**src/rtl/gpio_pkg.sv**
```systemverilog
// rtl/gpio_pkg.sv - shared register indices and arming states for gpio_ctrl
package gpio_pkg;

    localparam int GPIO_MAX_WIDTH = 32;

    localparam logic [2:0] GPIO_OUT_IDX      = 3'd0;
    localparam logic [2:0] GPIO_IN_IDX       = 3'd1;
    localparam logic [2:0] GPIO_DIR_IDX      = 3'd2;
    localparam logic [2:0] GPIO_IRQ_EN_IDX   = 3'd3;
    localparam logic [2:0] GPIO_RISE_SEL_IDX = 3'd4;
    localparam logic [2:0] GPIO_FALL_SEL_IDX = 3'd5;
    localparam logic [2:0] GPIO_PEND_IDX     = 3'd6;

    typedef enum logic {
        WARMUP = 1'b0,
        ARMED  = 1'b1
    } arm_state_t;

endpackage

```
**src/rtl/gpio_ctrl_if.sv**
```systemverilog
// rtl/gpio_ctrl_if.sv - data-memory bus slice seen by the gpio peripheral
interface gpio_ctrl_if #(
    parameter int ADDR_WIDTH = 5,
    parameter int DATA_WIDTH = 32
);
    logic                  sel;
    logic                  we;
    logic [ADDR_WIDTH-1:0] addr;
    logic [DATA_WIDTH-1:0] wdata;
    logic [DATA_WIDTH-1:0] rdata;

    modport master (output sel, output we, output addr, output wdata, input rdata);
    modport slave  (input sel, input we, input addr, input wdata, output rdata);
endinterface

```
**src/rtl/gpio_sync.sv**
```systemverilog
// rtl/gpio_sync.sv - multi-stage flop synchroniser for asynchronous inputs
module gpio_sync #(
    parameter int STAGES = 2,
    parameter int WIDTH  = 8
) (
    input  logic             i_clk,
    input  logic             i_rst,
    input  logic [WIDTH-1:0] i_async,
    output logic [WIDTH-1:0] o_sync
);
    logic [STAGES-1:0][WIDTH-1:0] r_chain;

    always_ff @(posedge i_clk or negedge i_rst) begin
        if (!i_rst) begin
            r_chain <= '0;
        end else begin
            r_chain <= {r_chain[STAGES-2:0], i_async};
        end
    end

    assign o_sync = r_chain[STAGES-1];
endmodule

```
**src/rtl/gpio_ctrl.sv**
```systemverilog
// rtl/gpio_ctrl.sv - memory-mapped GPIO with direction, synchroniser and edge interrupts
module gpio_ctrl
    import gpio_pkg::*;
#(
    parameter int GPIO_WIDTH  = 8,
    parameter int SYNC_STAGES = 2,
    parameter int DATA_WIDTH  = 32,
    parameter int ADDR_WIDTH  = 5
) (
    input  logic                  i_clk,
    input  logic                  i_rst,
    gpio_ctrl_if.slave            bus,
    input  logic [GPIO_WIDTH-1:0] i_gpio_port_in,
    output logic [GPIO_WIDTH-1:0] o_gpio_port_out,
    output logic [GPIO_WIDTH-1:0] o_gpio_port_oe,
    output logic                  o_irq
);
    logic [GPIO_WIDTH-1:0] r_out, r_dir, r_irq_en, r_rise_sel, r_fall_sel, r_pend, r_prev;
    logic [GPIO_WIDTH-1:0] w_sync, w_wdata, w_w1c, w_rise, w_fall, w_evt;
    logic [DATA_WIDTH-1:0] w_rdata;
    logic [2:0]            w_idx;
    logic                  w_wr;
    logic                  w_unused;
    arm_state_t            r_state, w_state_nxt;
    logic [2:0]            r_cnt, w_cnt_nxt;

    gpio_sync #(.STAGES(SYNC_STAGES), .WIDTH(GPIO_WIDTH)) u_sync (
        .i_clk   (i_clk),
        .i_rst   (i_rst),
        .i_async (i_gpio_port_in),
        .o_sync  (w_sync)
    );

    assign w_idx    = bus.addr[4:2];
    assign w_wr     = bus.sel & bus.we;
    assign w_wdata  = bus.wdata[GPIO_WIDTH-1:0];
    assign w_unused = ^{bus.addr, bus.wdata};

    assign w_rise = w_sync & ~r_prev;
    assign w_fall = ~w_sync & r_prev;
    // Events stay masked until the synchroniser has flushed its reset zeros.
    assign w_evt  = (r_state == ARMED) ? ((w_rise & r_rise_sel) | (w_fall & r_fall_sel)) : '0;
    assign w_w1c  = (w_wr && w_idx == GPIO_PEND_IDX) ? w_wdata : '0;

    always_ff @(posedge i_clk or negedge i_rst) begin
        if (!i_rst) begin
            r_state <= WARMUP;
            r_cnt   <= '0;
        end else begin
            r_state <= w_state_nxt;
            r_cnt   <= w_cnt_nxt;
        end
    end

    always_comb begin
        w_state_nxt = r_state;
        w_cnt_nxt   = r_cnt;
        case (r_state)
            WARMUP: begin
                if (r_cnt == 3'(SYNC_STAGES)) w_state_nxt = ARMED;
                else                          w_cnt_nxt   = r_cnt + 3'd1;
            end
            ARMED: w_state_nxt = ARMED;
        endcase
    end

    always_ff @(posedge i_clk or negedge i_rst) begin
        if (!i_rst) begin
            r_out      <= '0;
            r_dir      <= '0;
            r_irq_en   <= '0;
            r_rise_sel <= '0;
            r_fall_sel <= '0;
            r_pend     <= '0;
            r_prev     <= '0;
        end else begin
            if (w_wr) begin
                case (w_idx)
                    GPIO_OUT_IDX:      r_out      <= w_wdata;
                    GPIO_DIR_IDX:      r_dir      <= w_wdata;
                    GPIO_IRQ_EN_IDX:   r_irq_en   <= w_wdata;
                    GPIO_RISE_SEL_IDX: r_rise_sel <= w_wdata;
                    GPIO_FALL_SEL_IDX: r_fall_sel <= w_wdata;
                    default:           ;
                endcase
            end
            // A new edge in the same cycle as a clear keeps the bit set.
            r_pend <= (r_pend & ~w_w1c) | w_evt;
            r_prev <= w_sync;
        end
    end

    always_comb begin
        w_rdata = '0;
        if (bus.sel) begin
            case (w_idx)
                GPIO_OUT_IDX:      w_rdata = DATA_WIDTH'(r_out);
                GPIO_IN_IDX:       w_rdata = DATA_WIDTH'(w_sync);
                GPIO_DIR_IDX:      w_rdata = DATA_WIDTH'(r_dir);
                GPIO_IRQ_EN_IDX:   w_rdata = DATA_WIDTH'(r_irq_en);
                GPIO_RISE_SEL_IDX: w_rdata = DATA_WIDTH'(r_rise_sel);
                GPIO_FALL_SEL_IDX: w_rdata = DATA_WIDTH'(r_fall_sel);
                GPIO_PEND_IDX:     w_rdata = DATA_WIDTH'(r_pend);
                default:           w_rdata = '0;
            endcase
        end
    end

    assign bus.rdata       = w_rdata;
    assign o_gpio_port_out = r_out & r_dir;
    assign o_gpio_port_oe  = r_dir;
    assign o_irq           = |(r_pend & r_irq_en);
endmodule

```
**src/flat_wrapper.sv**
```systemverilog
// flat-port wrapper written by rule: the top's interface ports become plain ports
module gpio_ctrl_flat import gpio_pkg::*;
#(
    parameter int GPIO_WIDTH  = 8,
    parameter int SYNC_STAGES = 2,
    parameter int DATA_WIDTH  = 32,
    parameter int ADDR_WIDTH  = 5
)
  (i_clk, i_rst, i_gpio_port_in, o_gpio_port_out, o_gpio_port_oe, o_irq, bus_sel, bus_we, bus_addr, bus_wdata, bus_rdata);
  gpio_ctrl_if #(.ADDR_WIDTH(ADDR_WIDTH), .DATA_WIDTH(DATA_WIDTH)) bus_i ();
  input  logic i_clk;
  input  logic i_rst;
  input  logic [GPIO_WIDTH-1:0] i_gpio_port_in;
  output logic [GPIO_WIDTH-1:0] o_gpio_port_out;
  output logic [GPIO_WIDTH-1:0] o_gpio_port_oe;
  output logic o_irq;
  input wire logic [$bits(bus_i.sel)-1:0] bus_sel;
  input wire logic [$bits(bus_i.we)-1:0] bus_we;
  input wire logic [$bits(bus_i.addr)-1:0] bus_addr;
  input wire logic [$bits(bus_i.wdata)-1:0] bus_wdata;
  output wire logic [$bits(bus_i.rdata)-1:0] bus_rdata;
  assign bus_i.sel = bus_sel;
  assign bus_i.we = bus_we;
  assign bus_i.addr = bus_addr;
  assign bus_i.wdata = bus_wdata;
  assign bus_rdata = bus_i.rdata;
  gpio_ctrl #(.GPIO_WIDTH(GPIO_WIDTH), .SYNC_STAGES(SYNC_STAGES), .DATA_WIDTH(DATA_WIDTH), .ADDR_WIDTH(ADDR_WIDTH)) u_core (.i_clk(i_clk), .i_rst(i_rst), .bus(bus_i), .i_gpio_port_in(i_gpio_port_in), .o_gpio_port_out(o_gpio_port_out), .o_gpio_port_oe(o_gpio_port_oe), .o_irq(o_irq));
endmodule
```
**config.mk**
```make
export PLATFORM = sky130hd
export DESIGN_NAME = gpio_ctrl_flat
export DESIGN_NICKNAME = d
export VERILOG_FILES = /design/src/rtl/gpio_pkg.sv /design/src/rtl/gpio_ctrl_if.sv /design/src/rtl/gpio_sync.sv /design/src/rtl/gpio_ctrl.sv /design/src/flat_wrapper.sv
export SDC_FILE = /design/constraint.sdc
export NUM_CORES = 1
export LEC_CHECK = 0
export BUFFER_PORTS_ARGS = -buffer_cell sky130_fd_sc_hd__buf_2
export CORE_AREA = 2 2 93 95
export CTS_BUF_LIST = sky130_fd_sc_hd__clkbuf_4 sky130_fd_sc_hd__clkbuf_8
export CTS_CLUSTER_SIZE = 16
export DETAILED_ROUTE_END_ITERATION = 8
export DIE_AREA = 0 0 95 97
export PLACE_DENSITY = 0.69
export SLEW_MARGIN = 20
export SYNTH_ARGS = -nofsm -noshare
export SYNTH_HDL_FRONTEND = slang
export SYNTH_SLANG_ARGS = --single-unit
```
**constraint.sdc**
```tcl
create_clock -name i_clk -period 1.5 [get_ports i_clk]
set_input_delay 0.15 -clock i_clk [delete_from_list [all_inputs] [get_ports i_clk]]
set_output_delay 0.15 -clock i_clk [all_outputs]
set_load 0.005 [all_outputs]
```
# Yosys cells after proc, flatten, opt, wreduce, memory -nomap -nowiden
# Index checks and enable logic that the tools add are counted.
# word_totals
register_bits	76
inputBits	49
elab_cells	49
# classes
add_sub_neg	1
n_eq_ne	7
muxes	6
bitwise	15
reduce_logical	9
# op_table
cell	n
bitwise AND 8 bit	7
one-hot mux 8 bit (7 select lines)	1
2-to-1 mux 8 bit	3
inverter 8 bit	3
OR 8 bit	2
AND reduction 2 bit	6
equality test 3 x 2 -> 1 bit (second input constant)	3
equality test 3 bit (second input constant)	3
OR reduction 8 bit	1
adder 3 x 1 -> 3 bit (second input constant)	1
equality test 3 x 1 -> 1 bit (second input constant)	1
logical NOT 3 bit	1
inverter 1 bit	2
one-hot mux 1 bit (2 select lines)	1
bitwise AND 1 bit	1
logical AND 1 bit	1
2-to-1 mux 1 bit	1

# Depth between registers and ports, before layout
# logic_depth
ltp_word	6
mapped_depth	6
mapped_depth_nobuf	5

# Modules after synthesis
# From an unflattened synthesis, not the netlist that was laid out.
# hier_totals
cells_unflattened	297
hier_area_um2	3678.5
# modules_own_cells
mod	n_inst	cells_each	area_each_um2	seq_area_each_um2
gpio_ctrl	1	273	3218.1	1501.4
gpio_sync	1	24	460.4	400.4

# Worst setup path after synthesis
# Ideal clock, no wire load.
# synth_path
path_kind	input-to-reg
from	in bus_addr[2]
to	reg u_core.r_rise_sel[0]
setup_ps	125
arrival_ps	1121
required_ps	1375
setup_slack_ps	254
cell_stages	4
n_path_buf	1
cell_sequence	buf_4 > nand2b_1 > nor2_2 > mux2_2
# synth_between
elab_chain_cells	2
# synth_rtl
element	line_no	source
from (decl)	flat_wrapper.sv:19	input wire logic [$bits(bus_i.addr)-1:0] bus_addr;
equality test 3 bit	gpio_ctrl.sv:78	case (w_idx)
AND reduction 2 bit (no source line)	--	
to (signal assigned)	gpio_ctrl.sv:82	GPIO_RISE_SEL_IDX: r_rise_sel <= w_wdata;
to (decl)	gpio_ctrl.sv:18	logic [GPIO_WIDTH-1:0] r_out, r_dir, r_irq_en, r_rise_sel, r_fall_sel, r_pend, r_prev;
# No other way between the ends.
# A chain may end at the register's enable or synchronous reset.

# Worst setup path after layout
# layout_path
from	reg u_core.r_irq_en[3]
to	out bus_rdata[3]
# layout_between
elab_chain_cells	2
# layout_rtl
element	line_no	source
from (decl)	gpio_ctrl.sv:18	
from (signal assigned)	gpio_ctrl.sv:81	GPIO_IRQ_EN_IDX: r_irq_en <= w_wdata;
one-hot mux 8 bit (7 select lines)	gpio_ctrl.sv:96	case (w_idx)
2-to-1 mux 8 bit	gpio_ctrl.sv:95	if (bus.sel) begin
to (decl)	flat_wrapper.sv:21	output wire logic [$bits(bus_i.rdata)-1:0] bus_rdata;
# No other way between the ends.

==> impl_metrics.env <==
export IMPL_status="finished, violations left"
export IMPL_violations="negative setup slack"
export IMPL_path_clk_slew_ns=0.08
export IMPL_start_util_pct=44.52
export IMPL_critPathLaunchType="flip-flop"
export IMPL_grt_pass1_vias=2587
export IMPL_whs_ns=0.1063
export IMPL_ys_ff_latch=76
export IMPL_crit_buf_inv=1
export IMPL_via_per_inst=5.077
export IMPL_cp_arrival_ns=1.57
export IMPL_skew_ns=0.004590
export IMPL_die_x_um=95
export IMPL_synth_seq_area_share_pct=52.52
export IMPL_area_delta_synth_final_pct=26.68
export IMPL_dieHeight_um=97
export IMPL_drcViolationCount=0
export IMPL_netlist_area_mm2=0.003621
export IMPL_ys_types=32
export IMPL_rsz0062_at_grt="true"
export IMPL_leakagePower_nw=2.185
export IMPL_place_congestion=0.7881
export IMPL_critPathMaxStageDelay_ns=0.39
export IMPL_htreeDepth=3
export IMPL_endpoint_kind="primary output"
export IMPL_fmax_ghz=0.5809
export IMPL_cp_required_ns=1.35
export IMPL_maxCapViolCount=0
export IMPL_die_area_mm2=0.009215
export IMPL_multi_input_area_mm2=0.001564
export IMPL_first_pass_iters=5
export IMPL_fin_crit_ns=1.721
export IMPL_place_hpwl_um=5497
export IMPL_slew_viol_final=0
export IMPL_fin_crit_sh_pct=114.8
export IMPL_numPortBuffers=47
export IMPL_seq_area_mm2=0.001902
export IMPL_syn_area_per_cell_um2=12.44
export IMPL_final_layout_size_suffix_gt1_share_pct=43.81
export IMPL_clk_latency_ns=0.35
export IMPL_finalHoldViolCount=0
export IMPL_synth_commonest_cells="dfrtp_1 (76), mux2_2 (37), buf_4 (25)"
export IMPL_via_count=2584
export IMPL_yosysTopAreaCell="dfrtp_1"
export IMPL_setup_ws_ns=-0.2213
export IMPL_cts_tree="yes"
export IMPL_netlist_top_cells_area="dfrtp_1 (53%), mux2_2 (12%), mux2_4 (6.6%)"
export IMPL_peakVddDrop_v=0.0005527
export IMPL_total_power_mw=5.555
export IMPL_core_area_mm2=0.008134
export IMPL_diodes=0
export IMPL_critPathMaxFanout=2
export IMPL_layout_nets=450
export IMPL_cts_buffers_inserted=9
export IMPL_synth_cells=291
export IMPL_fill_cells=673
export IMPL_io_pins=98
export IMPL_wl_um=8060
export IMPL_post_place_ws_ns=-0.08974
export IMPL_synth_async_reset_ratio_pct=100.0
export IMPL_synth_edf_count=0
export IMPL_clock_sinks=76
export IMPL_cts_root_buffer="clkbuf_8"
export IMPL_rows=33
export IMPL_clk_path_buf_depth=2
export IMPL_hold_class="in2reg"
export IMPL_synth_top_area_share_pct=52.52
export IMPL_synth_warnings=0
export IMPL_cp_slowest_cell="dfrtp_1"
export IMPL_cp_top_family="compound AO/OA/AOI/OAI gates"
export IMPL_drtIter0Drc=118
export IMPL_synth_ff_type="dfrtp_1"
export IMPL_criticalPathCategory="reg2out"
export IMPL_antenna_found_initial=0
export IMPL_setup_tns_ns=-1.129
export IMPL_path_cells="mux2_2 > a222oi_1 > a21oi_1 > buf_2"
export IMPL_grt_max_degree=53
export IMPL_wl_per_cell_um=15.83
export IMPL_grt_ovfl_total=0
export IMPL_ant_nets=0
export IMPL_final_util_pct=56.39
export IMPL_setup_violations=7
export IMPL_grt_first_pass_wirelength_um=12950
export IMPL_pwr_density_cell_mw_per_mm2=1211
export IMPL_track_usage_pct=18.44
export IMPL_synth_most_common_cell="dfrtp_1"
## registers in the layout, summed over array words and instances, names as in the netlist
name,cells
u_core.r_state,1
u_core.o_gpio_port_oe,8
u_core.r_rise_sel,8
u_core.r_prev,8
u_core.r_cnt,3
u_core.r_out,8
u_core.r_pend,8
u_core.u_sync.o_sync,8
u_core.r_fall_sel,8
u_core.r_irq_en,8
u_core.u_sync.r_chain,8
## power by group
part	leakage [nW]	internal [mW]	switching (mW)
logic	1.19	0.736	0.449
clock network	0.110	1.01	0.778
registers	0.889	2.36	0.229
## layout make-up
cell class / count / share of cell area, %
inverters: 3 / 0.2455
flip-flops and latches: 76 / 41.46
clock buffers: 11 / 3.164
repair buffers: 108 / 16.34
well taps: 105 / 2.864
clock inverters: 5 / 1.828
multi-input cells: 201 / 34.10
## metrics by stage
step / instances / area (um2)
floorplan: 314 / 3707
global placement: 464 / 4089
detailed placement: 464 / 4089
CTS: 506 / 4542
global route: 509 / 4587
finish: 509 / 4587
## cells by family after synthesis
family / synth area share [%]
DFF: 52.52
and+or+nand+nor: 10.16
muxes: 18.97
AOI/OAI and AO/OA: 9.779
buffers and inverters: 7.291
adders and majority gates: 0.6910
xor gates and xnor gates: 0.4838
other: 0.1036
## path summary, 6_finish.rpt
kind                            slack [ns]                     start  cells after the start                  endpoint
worst max-delay path                 -0.22        u_core.r_irq_en[3]                      4              bus_rdata[3]
worst min-delay path                  0.11              bus_wdata[7]                      2        u_core.r_irq_en[7]
worst max register to register        0.27           u_core.r_cnt[0]                      5           u_core.r_cnt[2]
worst min register to register        0.35  u_core.u_sync.r_chain[3]                      0   u_core.u_sync.o_sync[3]
max in group asynchronous             0.70                     i_rst                      3      u_core.r_rise_sel[0]
min in group asynchronous             0.23                     i_rst                      2  u_core.u_sync.r_chain[2]
## layer usage
| metal | vias up | part of all wire, % | GRT usage, % |
|---|---|---|---|
| met1 | 1277 | 43 | 23.12 |
| met2 | 78 | 49 | 29.73 |
| met5 | - | 0 | 0 |
| li1 | 1208 | - | - |
| met4 | 0 | 2.9 | 8.250 |
| met3 | 21 | 5.0 | 4.751 |
## layout by cell type, fill, tap and decap left out, types with 8 or more instances in the layout
| cell type | n |
|---|---|
| dfrtp_1 | 76 |
| conb_1 | 24 |
| clkbuf_8 | 10 |
| mux2_2 | 36 |
| nand3b_1 | 9 |
| nand2_1 | 22 |
| a22o_1 | 8 |
| dlygate4sd3_1 | 9 |
| o21ai_0 | 14 |
| and2_1 | 9 |
| a21oi_1 | 13 |
| buf_4 | 51 |
| mux2_4 | 17 |
| buf_2 | 45 |
## repair_timing
item                                    4_1_cts  5_1_grt
gates cloned                                  0        0
setup buffers                                17        5
hold endpoints to repair                     32        0
gates resized for setup                       2        5
pin swaps                                    18        9
hold buffers                                  9        0
endpoints found under the setup margin        8        9
No activity file was read; power rests on OpenSTA's default activity.
